[config.mk]
export PLATFORM = sky130hd
export DESIGN_NAME = addsub_arb
export DESIGN_NICKNAME = d
export VERILOG_FILES = /design/src/rtl/addsub_arb_pkg.sv /design/src/rtl/nibble_alu.sv /design/src/rtl/addsub_arb.sv
export SDC_FILE = /design/constraint.sdc
export NUM_CORES = 1
export LEC_CHECK = 0
export ABC_AREA = 1
export BUFFER_PORTS_ARGS = -buffer_cell sky130_fd_sc_hd__buf_2
export CAP_MARGIN = 10
export CORE_MARGIN = 1
export CORE_UTILIZATION = 56
export DETAILED_ROUTE_END_ITERATION = 8
export HOLD_SLACK_MARGIN = 0.05
export PLACE_DENSITY_LB_ADDON = 0.2
export SLEW_MARGIN = 20
export SYNTH_ARGS = -nofsm -noshare
export SYNTH_HDL_FRONTEND = slang
export SYNTH_HIERARCHICAL = 1
export SYNTH_SLANG_ARGS = --single-unit
[constraint.sdc]
create_clock -name clk_i -period 6.6 [get_ports clk_i]
set_input_delay 0.99 -clock clk_i [delete_from_list [all_inputs] [get_ports clk_i]]
set_output_delay 0.99 -clock clk_i [all_outputs]
set_load 0.02 [all_outputs]
[src/rtl/addsub_arb_pkg.sv]
// Shared types and helpers for the two-requester, nibble-serial add/subtract unit.
package addsub_arb_pkg;

    localparam int unsigned SLICE_W = 4;

    typedef enum logic [1:0] {
        ST_IDLE = 2'b00,
        ST_CALC = 2'b01,
        ST_DONE = 2'b10
    } state_e;

    // One full-adder stage; returns {carry_out, sum}.
    function automatic logic [1:0] fulladd(input logic a, input logic b, input logic ci);
        logic s;
        logic co;
        s  = a ^ b ^ ci;
        co = (a & b) | (ci & (a ^ b));
        return {co, s};
    endfunction

endpackage

[src/rtl/nibble_alu.sv]
// One 4-bit add/subtract slice: y is inverted when sub is set, carry-in is a separate input.
module nibble_alu
    import addsub_arb_pkg::*;
(
    input  logic               sub_i,
    input  logic               cin_i,
    input  logic [SLICE_W-1:0] x_i,
    input  logic [SLICE_W-1:0] y_i,
    output logic [SLICE_W-1:0] s_o,
    output logic               cout_o
);

    logic [SLICE_W-1:0] y_inv_s;
    logic [SLICE_W:0]   c_s;

    // Ripple the carry through four full-adder stages.
    always_comb begin
        y_inv_s  = y_i ^ {SLICE_W{sub_i}};
        c_s      = '0;
        s_o      = '0;
        c_s[0]   = cin_i;
        for (int i = 0; i < int'(SLICE_W); i++) begin
            {c_s[i+1], s_o[i]} = fulladd(x_i[i], y_inv_s[i], c_s[i]);
        end
        cout_o   = c_s[SLICE_W];
    end

endmodule

[src/rtl/addsub_arb.sv]
// Round-robin arbiter in front of a nibble-serial adder/subtractor shared by two requesters.
module addsub_arb
    import addsub_arb_pkg::*;
#(
    parameter  int unsigned NIBBLES = 4,
    localparam int unsigned W       = SLICE_W * NIBBLES
) (
    input  logic         clk_i,
    input  logic         rst_ni,
    input  logic [1:0]   req_i,
    input  logic [1:0]   sub_i,
    input  logic [W-1:0] a0_i,
    input  logic [W-1:0] b0_i,
    input  logic [W-1:0] a1_i,
    input  logic [W-1:0] b1_i,
    output logic [1:0]   gnt_o,
    output logic         busy_o,
    output logic [1:0]   done_o,
    output logic [W-1:0] result_o,
    output logic         cout_o,
    output logic         ovf_o
);

    localparam int unsigned IDX_W = (NIBBLES > 1) ? $clog2(NIBBLES) : 1;
    localparam logic [IDX_W-1:0] LAST_IDX = IDX_W'(NIBBLES - 1);

    state_e             state_q, state_d;
    logic               last_q;
    logic               id_q;
    logic               sub_q;
    logic               carry_q;
    logic [IDX_W-1:0]   idx_q;
    logic [SLICE_W-1:0] a_q   [NIBBLES];
    logic [SLICE_W-1:0] b_q   [NIBBLES];
    logic [SLICE_W-1:0] res_q [NIBBLES];
    logic               cout_q;
    logic               ovf_q;

    logic [1:0]         gnt_s;
    logic               sel_s;
    logic [W-1:0]       a_sel_s;
    logic [W-1:0]       b_sel_s;
    logic               last_slice_s;
    logic [SLICE_W-1:0] alu_x_s;
    logic [SLICE_W-1:0] alu_y_s;
    logic [SLICE_W-1:0] alu_s_s;
    logic               alu_co_s;
    logic               msb_cin_s;

    assign a_sel_s      = sel_s ? a1_i : a0_i;
    assign b_sel_s      = sel_s ? b1_i : b0_i;
    assign last_slice_s = (idx_q == LAST_IDX);
    assign alu_x_s      = a_q[idx_q];
    assign alu_y_s      = b_q[idx_q];
    // Carry into the sign bit, recovered from the sign-bit sum and its two operands.
    assign msb_cin_s    = alu_x_s[SLICE_W-1] ^ alu_y_s[SLICE_W-1] ^ sub_q ^ alu_s_s[SLICE_W-1];

    nibble_alu u_nibble_alu (
        .sub_i  (sub_q),
        .cin_i  (carry_q),
        .x_i    (alu_x_s),
        .y_i    (alu_y_s),
        .s_o    (alu_s_s),
        .cout_o (alu_co_s)
    );

    // Round-robin pick: a tie goes to the requester that was not served last.
    always_comb begin
        gnt_s = 2'b00;
        sel_s = 1'b0;
        if (state_q == ST_IDLE) begin
            case (req_i)
                2'b01:   begin gnt_s = 2'b01; sel_s = 1'b0; end
                2'b10:   begin gnt_s = 2'b10; sel_s = 1'b1; end
                2'b11:   begin
                    sel_s = ~last_q;
                    gnt_s = last_q ? 2'b01 : 2'b10;
                end
                default: begin gnt_s = 2'b00; sel_s = 1'b0; end
            endcase
        end else begin
            gnt_s = 2'b00;
        end
    end

    // Next-state logic for IDLE -> CALC (NIBBLES cycles) -> DONE -> IDLE.
    always_comb begin
        state_d = state_q;
        case (state_q)
            ST_IDLE: begin
                if (|req_i) state_d = ST_CALC;
                else        state_d = ST_IDLE;
            end
            ST_CALC: begin
                if (last_slice_s) state_d = ST_DONE;
                else              state_d = ST_CALC;
            end
            ST_DONE: state_d = ST_IDLE;
            default: state_d = ST_IDLE;
        endcase
    end

    // State, captured operands, and the slice-serial datapath.
    always_ff @(posedge clk_i or negedge rst_ni) begin
        if (!rst_ni) begin
            state_q <= ST_IDLE;
            last_q  <= 1'b1;
            id_q    <= 1'b0;
            sub_q   <= 1'b0;
            carry_q <= 1'b0;
            idx_q   <= '0;
            cout_q  <= 1'b0;
            ovf_q   <= 1'b0;
            for (int k = 0; k < int'(NIBBLES); k++) begin
                a_q[k]   <= '0;
                b_q[k]   <= '0;
                res_q[k] <= '0;
            end
        end else begin
            state_q <= state_d;
            case (state_q)
                ST_IDLE: begin
                    if (|req_i) begin
                        id_q    <= sel_s;
                        last_q  <= sel_s;
                        sub_q   <= sub_i[sel_s];
                        carry_q <= sub_i[sel_s];
                        idx_q   <= '0;
                        for (int k = 0; k < int'(NIBBLES); k++) begin
                            a_q[k] <= a_sel_s[k*SLICE_W +: SLICE_W];
                            b_q[k] <= b_sel_s[k*SLICE_W +: SLICE_W];
                        end
                    end
                end
                ST_CALC: begin
                    res_q[idx_q] <= alu_s_s;
                    carry_q      <= alu_co_s;
                    if (last_slice_s) begin
                        idx_q  <= '0;
                        cout_q <= alu_co_s;
                        ovf_q  <= msb_cin_s ^ alu_co_s;
                    end else begin
                        idx_q  <= idx_q + IDX_W'(1);
                    end
                end
                ST_DONE: begin
                    idx_q <= '0;
                end
                default: begin
                    idx_q <= '0;
                end
            endcase
        end
    end

    for (genvar g = 0; g < int'(NIBBLES); g++) begin : g_result
        assign result_o[g*SLICE_W +: SLICE_W] = res_q[g];
    end

    assign gnt_o  = gnt_s;
    assign busy_o = (state_q != ST_IDLE);
    assign done_o = (state_q == ST_DONE) ? (id_q ? 2'b10 : 2'b01) : 2'b00;
    assign cout_o = cout_q;
    assign ovf_o  = ovf_q;

endmodule

### After elaboration in Yosys (flattened, before gate mapping)

Index checks and enable logic that the tools add are counted.

* $lt $le $gt $ge: 3
* reduce and logical (&&, ||, !) cells: 8
* eq/ne operators: 7
* bitwise logic cells: 27
* mux-type cells: 28
* add/sub/neg operators: 1

Operator list (number)
* 2-to-1 mux 16 bit: 2
* 2-to-1 mux 4 bit: 5
* binary-select mux 4 bit (select 2 bit): 2
* bitwise mux 16 bit: 1
* 2-to-1 mux 2 bit: 7
* XOR 1 bit: 12
* bitwise AND 1 bit: 8
* demux 4 bit (select 2 bit): 1
* == test 2 bit (second input constant): 4
* one-hot mux 2 bit (2 select lines): 2
* one-hot mux 2 bit (3 select lines): 1
* AND reduction 2 bit: 3
* 2-to-1 mux 1 bit: 5
* == test 2 x 1 -> 1 bit (second input constant): 2
* OR 1 bit: 4
* one-hot mux 1 bit (2 select lines): 2
* nonzero test 2 bit: 2
* XOR 4 bit: 1
* >= comparator 3 bit (second input constant): 1
* < comparator 3 x 1 -> 1 bit (second input constant): 1
* inverter 2 -> 3 bit: 1
* adder 2 x 1 -> 2 bit (second input constant): 1
* logical NOT 2 bit: 1
* < comparator 1 x 2 -> 1 bit (second input constant): 1
* other kinds (4): 4

* logic and storage cells: 94
* register bits after elaboration: 58
* input port bits: 70
* output and inout port bits: 23

### Logic depth before layout (Yosys ltp)

Gate-level depths: netlist of the first run.

* word-level depth: 15
* gate-level depth with buffers: 23
* depth with buffers taken out: 21

### Hierarchy

Netlist of the first run, hierarchy kept.

By module, submodules not included
* addsub_arb: area each 2920.3 um^2, cells each 347, instances 1
* nibble_alu: area each 173.9 um^2, cells each 29, instances 1

### Worst setup path before layout of the first run

OpenSTA, ideal clock, no wires.

* kind: register to register
* from: register idx_q[0]
* to: register ovf_q (netlist: ovf_o)
* path slack: 3.194 ns
* arrival: 3.289 ns
* cell stages (with the launch flop): 24
* path buffers: 2
* library setup time: 0.117 ns
* clock period less this slack: 3.406 ns
* path through: dfrtp_1 buf_4 inv_2 buf_2 nor2_1 o22ai_1 inv_1 nand2_1 nand2_1 fa_1 inv_1 fa_1 inv_1 fa_1 inv_1 fa_1 xor2_1 inv_1 nand2_1 nand2_1 inv_1 nand2_1 nand3_1 nand2_1

* cells in the longest elaborated chain, start to end: 15

RTL lines
* from (decl): line addsub_arb.sv:32 `logic [IDX_W-1:0] idx_q;`
* from (signal assigned): line addsub_arb.sv:143 `idx_q <= idx_q + IDX_W'(1);`
* inverter 2 -> 3 bit (implied by the code) (*): line addsub_arb.sv:54 `assign alu_y_s = b_q[idx_q];`
* binary-select mux 4 bit (select 2 bit) (*): line addsub_arb.sv:54
* 2-to-1 mux 4 bit (implied by the code) (*) (2 in a row): line addsub_arb.sv:54
* net alu_y_s[0]: line addsub_arb.sv:45 `logic [SLICE_W-1:0] alu_y_s;`
* XOR 4 bit (*): line nibble_alu.sv:18 `y_inv_s = y_i ^ {SLICE_W{sub_i}};`
* XOR 1 bit: line addsub_arb_pkg.sv:17 `co = (a & b) | (ci & (a ^ b));`
* bitwise AND 1 bit: line addsub_arb_pkg.sv:17
* OR 1 bit (*): line addsub_arb_pkg.sv:17
* bitwise AND 1 bit (*): line addsub_arb_pkg.sv:17
* OR 1 bit (*): line addsub_arb_pkg.sv:17
* bitwise AND 1 bit (*): line addsub_arb_pkg.sv:17
* OR 1 bit (*): line addsub_arb_pkg.sv:17
* XOR 1 bit (*): line addsub_arb_pkg.sv:16 `s = a ^ b ^ ci;`
* net alu_s_s[3]: line addsub_arb.sv:46 `logic [SLICE_W-1:0] alu_s_s;`
* XOR 1 bit (*): line addsub_arb.sv:56 `assign msb_cin_s = alu_x_s[SLICE_W-1] ^ alu_y_s[SLICE_W-1] ^ sub_q ^ alu_s_s[SLICE_W-1];`
* XOR 1 bit (*): line addsub_arb.sv:141 `ovf_q <= msb_cin_s ^ alu_co_s;`
* to (signal assigned): line addsub_arb.sv:141
* to (decl): line addsub_arb.sv:37 `logic ovf_q;`

The timed path passes the listed nets; every way through them passes the cells marked *. The select of a mux whose other input is x is not followed.
A chain may end at the register's enable or synchronous reset.

### Worst setup path in the final report of the first run

Ends and elaborated chain as after synthesis.

==> results of run 1 <==
## layer usage
| layer | up-vias | track usage | share of wire | wire [um] |
|---|---|---|---|---|
| met5 | - | 0 | 0 | 0 |
| met4 | 0 | 0.1154 | 0.017 | 119 |
| met3 | 13 | 0.05269 | 0.046 | 317 |
| met2 | 82 | 0.4450 | 0.48 | 3304 |
| met1 | 1263 | 0.3515 | 0.46 | 3182 |
| li1 | 1394 | - | - | - |
## path summary, 6_finish.rpt
| kind | start | to | slack (ns) | cells after the start |
|---|---|---|---|---|
| worst max-delay path | idx_q[0]$_DFFE_PN0P_ | ovf_o$_DFFE_PN0P_ | 2.88 | 20 |
| worst min-delay path | result_o[13]$_DFFE_PN0P_ | result_o[13]$_DFFE_PN0P_ | 0.48 | 2 |
| worst max register to register | idx_q[0]$_DFFE_PN0P_ | ovf_o$_DFFE_PN0P_ | 2.88 | 20 |
| worst min register to register | result_o[13]$_DFFE_PN0P_ | result_o[13]$_DFFE_PN0P_ | 0.48 | 2 |
| max in group asynchronous | rst_ni | idx_q[1]$_DFFE_PN0P_ | 5.34 | 2 |
| min in group asynchronous | rst_ni | a_q[0]$_DFFE_PN0N_ | 0.79 | 2 |
## synth_stat cells, drive strengths merged
cell and n:
ha 4, dfstp 1, nor3 3, dfrtp 57, o21ai 98, fa 4
a21boi 1, o21a 1, xor2 1, clkbuf 3, nand2 92, o22ai 6
nand3 8, inv 34, a22oi 1, nor2 48, buf 14
## registers in the layout (all words and copies together) (netlist names)
name and count:
ovf_o 1, sub_q 1, b_q 16, carry_q 1, id_q 1, a_q 16, idx_q 2, result_o 16
cout_o 1, state_q 2, last_q 1
## where the power goes
| part | switching, W | internal (W) |
|---|---|---|
| clock network | 0.000150 | 0.000251 |
| registers | 0.000139 | 0.000543 |
| logic | 0.000773 | 0.000388 |
| total | 0.00106 | 0.00118 |
## layout make-up
class / instances / area [um2] / share of cell area
flip-flops and latches: 58 / 1453 / 0.3864
multi-input cells: 267 / 1376 / 0.3661
repair buffers: 93 / 467.9 / 0.1245
inverters: 34 / 135.1 / 0.03594
clock buffers: 9 / 123.9 / 0.03295
clock inverters: 7 / 116.4 / 0.03095
well taps: 70 / 87.58 / 0.02329
## critical path, delay by kind of cell (launching register included)
kind,cells,cell delay (ns)
adders and majority gates,4,1.39
xor gates and xnor gates,1,0.20
AOI/OAI and AO/OA,2,0.32
DFF,1,0.69
and+or+nand+nor,7,0.43
buffers and inverters,6,0.58
## stage by stage
step / setup WS, ns / cell area (um2) / hold slack, ns / util
2_1_floorplan: 3.194 / 3094 / 0.4478 / -
3_3_place_gp: 3.041 / 3520 / 0.4590 / 0.6762
3_5_place_dp: 2.939 / 3520 / 0.4632 / 0.6762
4_1_cts: 2.903 / 3760 / 0.4812 / 0.7224
5_1_grt: 2.472 / 3760 / 0.5014 / 0.7224
6_report: 2.876 / 3760 / 0.4816 / 0.7224
## cells by family (layout without fill, tap and decap cells)
logic type / Yosys count / in the layout / synth area share
and+or+nand+nor: 151 / 151 / 0.2111
AOI/OAI and AO/OA: 107 / 107 / 0.1888
DFF: 58 / 58 / 0.4695
buffers and inverters: 51 / 143 / 0.08572
adders and majority gates: 8 / 8 / 0.04206
xor gates and xnor gates: 1 / 1 / 0.002831
==> run_results.csv, run 1 <==
group,metric,value,unit
timing,setup-tns-final,0,ns
clocking,clk_latency,0.34,ns
yosys,yosys_warnings,6,
timing,max_slew_margin,0.4923,
grt,antenna_found_initial,0,
grt,grt_pass1_wl,12440,um
yosys,synth_sequential_area_ratio,0.4695,
grt,grtUsageTotal,0.2712,
setup_path,worst_ep_arrival_time,3.95,ns
floorplanning,initial_core_util,0.5945,
power,irDropWorstVdd,0.0002317,V
floorplanning,std_cell_rows,26,
placed_design,gp_routability_congestion,0.9102,
detailed_routing,total_iterations_of_the_first_detailed_routing_run,4,
clocking,path_clk_slew,0.07,ns
run_status,status,"finished, final reports clean",
grt,grt.overflow.total,0,
detailed_routing,detail_route.wirelength,6924,um
floorplanning,ios,93,
detailed_routing,vias_per_cell,5.115,
clocking,cts_buffer_depth,2,
power,p_leak,1.964,nW
clocking,post-cts-setup-buffers,0,
cells_and_area,antenna-diode-count,0,
detailed_routing,dr_total_vias,2752,
yosys,yosys_top_cell_area_share,0.4610,
cells_and_area,final_cells,538,
timing,final_max_slew_viol_count,0,
placed_design,dp_hpwl,4937,um
floorplanning,core,5205,um2
timing,fmax,268.5,MHz
yosys,mappedNetlistArea,3094,um2
setup_path,cpPeakStageDelay,0.69,ns
power,power_density,596.5,nW/um2
cells_and_area,final_nets,541,
placed_design,placedCellCount,522,
cells_and_area,fraction_of_layout_instances_using_a_drive_strength_above_1,0.2949,
clocking,cts_inserted_buffers,9,
detailed_routing,ant_nets,0,
setup_path,worstSetupStartpointType,"flop",
floorplanning,dieArea,5826,um2
clocking,cts_sinks,58,
yosys,cells_after_synth,376,
clocking,cts.hold.buffers_added,0,
cells_and_area,commonest_cells_after_routing_fill_and_taps_aside,"sky130_fd_sc_hd__buf_2, sky130_fd_sc_hd__nand2_1, sky130_fd_sc_hd__o21ai_0, sky130_fd_sc_hd__dfrtp_1, sky130_fd_sc_hd__nor2_1",
floorplanning,die-height,76.33,um
setup_path,crit_path_cell_trace,"inv_2 > o21ai_0 > o22ai_1 > nand2_1 > nand2_1 > fa_1 > inv_1 > fa_1 > inv_1 > fa_1 > inv_1 > fa_1 > xor2_1 > inv_1 > nand2_1 > nand2_1 > inv_1 > nand2_1 > nand3_1 > nand2_1",
yosys,post_synth_main_area_contributors,"sky130_fd_sc_hd__dfrtp_1, sky130_fd_sc_hd__nand2_1, sky130_fd_sc_hd__o21ai_0, sky130_fd_sc_hd__o21ai_1, sky130_fd_sc_hd__nor2_1",
timing,finalHoldViolCount,0,
setup_path,cp_slowest_cell,"sky130_fd_sc_hd__dfrtp_1",
setup_path,cp.required,6.83,ns
yosys,synth_area_per_cell,8.229,um2
detailed_routing,first_iter_violations,138,
clocking,ctsResizeCount,0,
floorplanning,floorplan.die.width,76.33,um
cells_and_area,mostFrequentLayoutCell,"sky130_fd_sc_hd__buf_2",
clocking,cts_tree,"done",
detailed_routing,drt-wirelength-per-cell,12.87,um
cells_and_area,area_growth,21.51,%
job,drv_cap,0,
setup_path,critPathMaxFanout,20,
clocking,h-tree-depth,3,
timing,final_min_period_over_clock_period,0.5643,
setup_path,cp_common_cell,"sky130_fd_sc_hd__nand2_1",
yosys,synth_top_area_cell,"sky130_fd_sc_hd__dfrtp_1",
cells_and_area,filler_cell_count,428,
placed_design,io_buffer_count,92,
yosys,synthDistinctLibCells,30,
yosys,ys_seq_elements,58,
timing,post-route-min-period,3.724,ns
grt,maximum_number_of_pins_on_one_net_before_global_route_repair,59,
min_path,min-delay-path-class,"flop to flop",
timing,worst_clock_skew,0.009006,ns
power,p_total,0.002243,W
yosys,synth.net_count,454,
setup_path,timing.critical_path.to_type,"flop",
clocking,cts.root.buffer_cell,"sky130_fd_sc_hd__clkbuf_8",
timing,worst-slew-pin-transition,0.7596,ns
timing,grt_setup_unrepaired,"no",
setup_path,timing.setup.critical_path_class,"flop to flop",
grt,number_of_global_route_vias_before_repair,2720,
timing,setup_violation_total_in_the_final_timing_report,0,
detailed_routing,post-route-drc-count,0,
Power figures use the tool's default switching activity.
==> inputs of run 2 (changes only) <==
--- a/config.mk
+++ b/config.mk
@@ -9,7 +9,7 @@
 export BUFFER_PORTS_ARGS = -buffer_cell sky130_fd_sc_hd__buf_2
 export CAP_MARGIN = 10
 export CORE_MARGIN = 1
-export CORE_UTILIZATION = 56
+export CORE_UTILIZATION = 52
 export DETAILED_ROUTE_END_ITERATION = 8
 export HOLD_SLACK_MARGIN = 0.05
 export PLACE_DENSITY_LB_ADDON = 0.2
==> constraint.sdc (replaced) <==
create_clock -name clk_i -period 3.75 [get_ports clk_i]
set_input_delay 0.5625 -clock clk_i [delete_from_list [all_inputs] [get_ports clk_i]]
set_output_delay 0.5625 -clock clk_i [all_outputs]
set_load 0.02 [all_outputs]
==> run 2 against run 1 <==
Effect of this change:
- fmax grew 9.9%
- flip-flop and latch count is the same
- first-iteration DRC count grew 1.4%
- utilization shrank 4.6 points
- routed wire length grew 2.0%
- clock power grew 80%
- critical endpoint unchanged
==> run_results.csv, run 2 (synthesis results as in run 1) <==
group,metric,value,unit
min_path,min-delay-path-class,"input pin to async pin",
setup_path,critPathMaxFanout,11,
floorplanning,core,5608,um2
cells_and_area,area_growth,22.52,%
detailed_routing,vias_per_cell,5.017,
power,power_density,1058,nW/um2
cells_and_area,fraction_of_layout_instances_using_a_drive_strength_above_1,0.3021,
grt,grt_pass1_wl,12230,um
setup_path,depth_of_the_critical_timing_path_with_buffers_and_inverters_included,21,
timing,post-route-min-period,3.388,ns
setup_path,cp.required,3.98,ns
timing,final_min_period_over_clock_period,0.9034,
cells_and_area,commonest_cells_after_routing_fill_and_taps_aside,"sky130_fd_sc_hd__buf_2, sky130_fd_sc_hd__nand2_1, sky130_fd_sc_hd__o21ai_0, sky130_fd_sc_hd__dfrtp_1, sky130_fd_sc_hd__nor2_1",
timing,max_slew_margin,0.4985,
detailed_routing,total_iterations_of_the_first_detailed_routing_run,4,
timing,worst-slew-pin-transition,0.7504,ns
setup_path,critPathTopFamily,"adder cells",
floorplanning,dieArea,6263,um2
setup_path,cpPeakStageDelay,0.48,ns
floorplanning,initial_core_util,0.5518,
clocking,path_clk_slew,0.07,ns
timing,final.hold.worst_slack,0.1997,ns
clocking,cts_buffer_depth,2,
timing,fmax,295.2,MHz
setup_path,cp_slowest_cell,"sky130_fd_sc_hd__dfrtp_2",
detailed_routing,ant_nets,0,
run_status,status,"finished, final reports clean",
grt,number_of_global_route_vias_before_repair,2698,
detailed_routing,drt-wirelength-per-cell,13.03,um
clocking,cts_inserted_buffers,9,
setup_path,timing.critical_path.buf_inv,7,
power,p_leak,1.981,nW
timing,setup-tns-final,0,ns
grt,antenna_found_initial,0,
clocking,ctsResizeCount,0,
timing,final_max_slew_viol_count,0,
detailed_routing,detail_route.wirelength,7060,um
grt,maximum_number_of_pins_on_one_net_before_global_route_repair,37,
setup_path,timing.critical_path.to_type,"flop",
clocking,cts_tree,"done",
clocking,post-cts-setup-buffers,0,
setup_path,worstSetupStartpointType,"flop",
setup_path,crit_path_cell_trace,"inv_2 > nor2_1 > o22ai_1 > inv_1 > nand2_1 > nand2_1 > fa_1 > inv_1 > fa_1 > inv_1 > fa_1 > inv_1 > fa_1 > xor2_1 > inv_1 > nand2_1 > nand2_1 > inv_1 > nand2_1 > nand3_1 > nand2_1",
clocking,cts.hold.buffers_added,0,
timing,setup_violation_total_in_the_final_timing_report,0,
floorplanning,ios,93,
setup_path,worst_ep_arrival_time,3.62,ns
timing,finalHoldViolCount,0,
setup_path,worstRegToRegCells,21,
cells_and_area,mostFrequentLayoutCell,"sky130_fd_sc_hd__buf_2",
grt,grt.overflow.total,0,
placed_design,dp_hpwl,5336,um
clocking,clk_latency,0.33,ns
setup_path,timing.critical_path.to,"ovf_o$_DFFE_PN0P_",
placed_design,gp_routability_congestion,0.8341,
detailed_routing,dr_total_vias,2719,
clocking,h-tree-depth,3,
grt,grtUsageTotal,0.2550,
clocking,cts_sinks,58,
detailed_routing,first_iter_violations,140,
placed_design,io_buffer_count,92,
clocking,cts.root.buffer_cell,"sky130_fd_sc_hd__clkbuf_8",
setup_path,setup.worst_path.start,"idx_q[0]$_DFFE_PN0P_",
setup_path,reg2reg_from,"idx_q[0]$_DFFE_PN0P_",
setup_path,regToRegEndpoint,"ovf_o$_DFFE_PN0P_",
floorplanning,floorplan.die.width,79.14,um
floorplanning,die-height,79.14,um
cells_and_area,final_nets,543,
floorplanning,std_cell_rows,27,
power,irDropWorstVdd,0.0004809,V
timing,grt_setup_unrepaired,"no",
timing,worst_clock_skew,0.008736,ns
job,drv_cap,0,
cells_and_area,antenna-diode-count,0,
setup_path,r2r_setup_slack,0.36,ns
setup_path,timing.setup.critical_path_class,"flop to flop",
detailed_routing,post-route-drc-count,0,
[run 2: how the worst min path moves through the flow]
stage | start | depth (start not counted) | slack, ns | endpoint
CTS | rst_ni | 1 | 0.21 | id_q$_DFFE_PN0N_
global placement | result_o[4]$_DFFE_PN0P_ | 2 | 0.46 | result_o[4]$_DFFE_PN0P_
floorplan | rst_ni | 0 | 0.27 | a_q[0]$_DFFE_PN0N_
global route | rst_ni | 1 | 0.23 | id_q$_DFFE_PN0N_
finish | rst_ni | 1 | 0.20 | id_q$_DFFE_PN0N_
detailed placement | result_o[15]$_DFFE_PN0P_ | 2 | 0.46 | result_o[15]$_DFFE_PN0P_
[run 2: per-layer routing]
layer / global-route usage / routed length, um / vias to the layer above
met1: 0.3296 / 3265 / 1228
met2: 0.4172 / 3403 / 81
met4: 0.09636 / 87 / 0
li1: - / - / 1401
met5: 0 / 0 / -
met3: 0.05747 / 304 / 9
[run 2: cell type report]
class | count | area [um2]
fill | 489 | 1817
sequential | 58 | 1455
clock inverter | 5 | 100.1
timing repair buffer | 95 | 483.0
inverter | 34 | 135.1
multi-input combinational | 267 | 1376
clock buffer | 11 | 151.4
tap | 72 | 90.09
[run 2: stage by stage]
step | instances | instance area (um2) | util | setup WS [ns] | power, W
finish | 542 | 3791 | 0.6760 | 0.3624 | 0.004012
global route | 542 | 3791 | 0.6760 | 0.04992 | 0.004432
floorplan | 376 | 3094 | - | 0.3440 | 0.002756
CTS | 542 | 3789 | 0.6756 | 0.2989 | 0.004049
detailed placement | 526 | 3537 | 0.6307 | 0.2907 | 0.003323
global placement | 526 | 3537 | 0.6307 | 0.4587 | 0.003201
[run 2: where the power goes]
part	switching (W)	total (W)	leakage [nW]	internal, W
clock	0.000242	0.000718	0.129	0.000475
combinational	0.00139	0.00210	1.15	0.000707
sequential	0.000235	0.00119	0.699	0.000959
